===== src/rtl/seg_scan_driver.sv =====
// Multiplexed seven-segment scan driver with staged, frame-synchronous
// (tear-free) display update and optional leading-zero suppression.
module seg_scan_driver #(
    parameter int NDIGIT = 4,
    parameter int DIV    = 1024,
    parameter int BLANK  = 16
) (
    input  logic                  clock,
    input  logic                  reset,
    input  logic [4*NDIGIT-1:0]   data,
    input  logic [NDIGIT-1:0]     dp,
    input  logic                  load,
    input  logic                  lz_en,
    output logic [7:0]            seg_out,
    output logic [NDIGIT-1:0]     dig_sel,
    output logic                  pending,
    output logic                  frame_done
);

    localparam int CW = $clog2(DIV);
    localparam int IW = (NDIGIT > 1) ? $clog2(NDIGIT) : 1;

    logic [CW-1:0]         cnt;
    logic [IW-1:0]         idx;
    logic [4*NDIGIT-1:0]   stage_data;
    logic [NDIGIT-1:0]     stage_dp;
    logic [4*NDIGIT-1:0]   disp_data;
    logic [NDIGIT-1:0]     disp_dp;

    logic cnt_last;
    logic idx_last;
    logic wrap;

    function automatic logic [6:0] seg_decode(input logic [3:0] v);
        logic [6:0] s;
        case (v)
            4'h0:    s = 7'b1111110;
            4'h1:    s = 7'b0110000;
            4'h2:    s = 7'b1101101;
            4'h3:    s = 7'b1111001;
            4'h4:    s = 7'b0110011;
            4'h5:    s = 7'b1011011;
            4'h6:    s = 7'b1011111;
            4'h7:    s = 7'b1110000;
            4'h8:    s = 7'b1111111;
            4'h9:    s = 7'b1111011;
            4'hA:    s = 7'b1110111;
            4'hB:    s = 7'b0011111;
            4'hC:    s = 7'b0001101;
            4'hD:    s = 7'b0111101;
            4'hE:    s = 7'b1001111;
            default: s = 7'b1000111;
        endcase
        return s;
    endfunction

    assign cnt_last = (cnt == CW'(DIV - 1));
    assign idx_last = (idx == IW'(NDIGIT - 1));
    assign wrap     = cnt_last && idx_last;

    always_ff @(posedge clock or negedge reset) begin
        if (!reset) begin
            cnt        <= '0;
            idx        <= '0;
            stage_data <= '0;
            stage_dp   <= '0;
            disp_data  <= '0;
            disp_dp    <= '0;
            pending    <= 1'b0;
            frame_done <= 1'b0;
        end else begin
            cnt        <= cnt_last ? '0 : cnt + 1'b1;
            frame_done <= wrap;
            if (cnt_last)
                idx <= idx_last ? '0 : idx + 1'b1;
            if (load) begin
                stage_data <= data;
                stage_dp   <= dp;
            end
            // Commit takes the pre-edge staging value, so a coincident load
            // lands in staging and stays pending for the next frame.
            if (wrap && pending) begin
                disp_data <= stage_data;
                disp_dp   <= stage_dp;
            end
            pending <= load | (pending & ~wrap);
        end
    end

    logic       blank;
    logic [3:0] cur_nib;
    logic       cur_dp;
    logic       cur_sup;
    logic       zero_above;
    logic       nib_zero;

    assign blank = (cnt < CW'(BLANK));

    // zero_above tracks "every digit above k is zero" while walking down from the MSD.
    always_comb begin
        cur_nib    = '0;
        cur_dp     = 1'b0;
        cur_sup    = 1'b0;
        zero_above = 1'b1;
        nib_zero   = 1'b0;
        for (int k = NDIGIT - 1; k >= 0; k--) begin
            nib_zero = (disp_data[4*k +: 4] == 4'h0);
            if (idx == IW'(k)) begin
                cur_nib = disp_data[4*k +: 4];
                cur_dp  = disp_dp[k];
                cur_sup = lz_en && (k != 0) && zero_above && nib_zero;
            end
            zero_above = zero_above && nib_zero;
        end
    end

    always_comb begin
        seg_out = 8'h00;
        dig_sel = '0;
        if (!blank) begin
            seg_out = {(cur_sup ? 7'b0000000 : seg_decode(cur_nib)), cur_dp};
            dig_sel = NDIGIT'(1) << idx;
        end
    end

endmodule

===== config.mk =====
export PLATFORM = sky130hd
export DESIGN_NAME = seg_scan_driver
export DESIGN_NICKNAME = d
export VERILOG_FILES = /design/src/rtl/seg_scan_driver.sv
export SDC_FILE = /design/constraint.sdc
export NUM_CORES = 1
export LEC_CHECK = 0
export CAP_MARGIN = 20
export CORE_ASPECT_RATIO = 1.2
export CORE_MARGIN = 5
export CORE_UTILIZATION = 30
export DETAILED_ROUTE_END_ITERATION = 6
export PLACE_DENSITY = 0.61
export RECOVER_POWER = 25
export SLEW_MARGIN = 25
export SYNTH_ARGS = -nofsm -noshare
export SYNTH_HDL_FRONTEND = slang
export SYNTH_SLANG_ARGS = --single-unit

===== constraint.sdc =====
create_clock -name clock -period 7 [get_ports clock]
set_input_delay 0.7 -clock clock [delete_from_list [all_inputs] [get_ports clock]]
set_output_delay 0.7 -clock clock [all_outputs]
set_load 0.05 [all_outputs]

==> metrics.cfg <==
[logic_synthesis]
postSynthCellCount=220
ys_types=45
syn_area_per_cell_um2=12.3
ys.flop_type=dfrtp_1
synth_area_mm2=0.00270
ys_ff_latch=54
yosysSeqAreaShare_pct=50.0
yosysWarnings=0
synth_edf_count=0
synth_fp_nets=255
synthArstFlopShare_pct=100

[cts]
post_cts_resized=0
cts_made_buffers=5
cts_sinks=54
clk_latency_ns=0.30
postCtsSetupRepairBufs=0
cts_tree=built
ctsLongestPathBuffers=2
cts-root-buf=clkbuf_8
path_clk_slew_ns=0.08
cts_max_level=2
cts_hold_buf=0

[die]
die-area_mm2=0.0110
start_util_pct=30.2
io_pins=38
core_mm2=0.00894
die_w_um=96.6
dieHeight_um=114
num_rows=38

[finish]
drive_gt1_share_pct=24.3
layout_common_cells=dfrtp_1, mux2_2, clkdlybuf4s50_1
mostFrequentLayoutCell=dfrtp_1
nets=294
num_antenna_cells=0
area_growth_syn_to_layout_pct=21.9

[placement]
dpl.hpwl_um=4070
place.gp.congestion=0.799
dp_slack_ns=3.14
io_buffer_count=37

[worst_setup_path]
arrival_ns=3.51
crit_start=idx[0]
path_buf_inv=3
cp_cell_sequence=inv_1 -> ha_1 -> nor2b_1 -> a22oi_1 -> a21oi_2 -> inv_1 -> ha_1 -> mux2i_1 -> a221oi_1 -> clkdlybuf4s50_1
rrSetupSlack_ns=4.99
path_max_fanout=10
end_kind=primary output
required_ns=6.30
cp_slowest_cell=clkdlybuf4s50_1
start_kind=flop
worstSetupPathType=reg2out
cp_slowest_stage_delay_ns=0.86
r2r_start=cnt[0]
path_delay_family=buffers and inverters

[timing]
setup_viol_count_final=0
period_needed_ns=4.21
max_slew_margin_pct=-89.6
period_share_pct=60.1
max_freq_mhz=238
tns_ns=0
finalHoldViolCount=0
tightestPinTransition_ns=2.84
rsz0062_at_grt=no
slew_violations=55
fin_ws_ns=2.79
finClkSkew_ns=0.00520

[flow_run]
maxCapViolations=1

[route]
ant_nets=0
drc=0
drt_wl_total_um=5360
routedWlPerCell_um=14.1
dr_total_vias=1794
drtIter0Drc=46
routed_via_density=4.73
firstDrtPassIters=6

[pwr]
peakVddDrop_v=0.0000810
p_per_area_mw_per_mm2=173
leakagePower_nw=1.44

[global_routing]
grt_max_degree=55
antenna_found_initial=0
grt_use_total_pct=10.6
grt_pass1_vias=1898
overflow=0
grt_pass1_wl_um=9410

[hold_path]
hold_path_class=reg2reg
hold_path.startpoint=cnt[0]

[outcome]
outcome=finished with violations
violations=max-capacitance violations, max-slew violations

-- state kept, by name (all words and copies together) (netlist names) --
| register | cells |
|---|---|
| frame_done | 1 |
| pending | 1 |
| cnt | 10 |
| stage_dp | 4 |
| idx | 2 |
| disp_dp | 4 |
| stage_data | 16 |
| disp_data | 16 |
-- where the power goes --
group	total (mW)	leakage, nW	switching (mW)	internal (mW)
Sequential	0.329	0.689	0.00571	0.323
Combinational	0.0331	0.696	0.0123	0.0208
Clock	0.207	0.0573	0.0927	0.114
Total	0.569	1.44	0.111	0.458
-- final timing paths --
path	cells past startpoint	end
worst max register to register	7	disp_data[6]
worst min register to register	1	cnt[0]
worst max-delay path	10	seg_out[6]
max in group asynchronous	2	stage_data[11]
min in group asynchronous	2	stage_data[2]
worst min-delay path	1	cnt[0]
-- layout make-up --
type,instances,area [µm²]
Clock buffer,6,82.6
Timing Repair Buffer,39,372
Inverter,9,33.8
Multi-Input combinational cell,150,1270
Fill cell,926,5650
Sequential cell,54,1350
Clock inverter,1,30.0
Tap cell,120,150
-- kinds of logic (layout without fill, tap and decap cells) --
| group | count (synthesis) | in the layout | synth area share (%) |
|---|---|---|---|
| and+or+nand+nor | 56 | 56 | 10.3 |
| DFF | 54 | 54 | 50.0 |
| muxes | 49 | 49 | 20.3 |
| AOI/OAI and AO/OA | 27 | 27 | 9.17 |
| buffers and inverters | 16 | 55 | 2.87 |
| adders and majority gates | 11 | 11 | 5.09 |
| xor gates and xnor gates | 7 | 7 | 2.27 |
-- metal layers --
layer,global-route usage [%],part of all wire [%],vias to the layer above
li1,-,-,863
met3,2.51,3.4,14
met4,5.34,3.8,0
met1,12.0,41,880
met5,0,0,-
met2,18.6,52,37
-- stage by stage --
stage	instances	instance area [µm²]	util [%]	hold WS [ns]	power [mW]
2_1_floorplan	220	2700	-	0.404	0.347
3_3_place_gp	372	3190	35.7	0.469	0.370
3_5_place_dp	372	3190	35.7	0.478	0.371
4_1_cts	379	3300	36.9	0.491	0.582
5_1_grt	379	3290	36.8	0.516	0.596
6_report	379	3290	36.8	0.488	0.569
-- cells in the mapped netlist, types with 3 or more instances --
master | instances | area, µm²
dfrtp_1 | 54 | 1350
mux2_2 | 41 | 462
nor2_1 | 20 | 75.1
ha_1 | 11 | 138
nand2_1 | 11 | 41.3
inv_1 | 7 | 26.3
mux2i_1 | 6 | 60.1
nand3_1 | 5 | 25.0
o21ai_0 | 5 | 25.0
a221oi_1 | 4 | 35.0
xnor2_1 | 4 | 35.0
and2_1 | 3 | 18.8
nor2b_1 | 3 | 18.8
nor3_1 | 3 | 15.0
xor2_1 | 3 | 26.3
(Power assumes the default switching activity.)
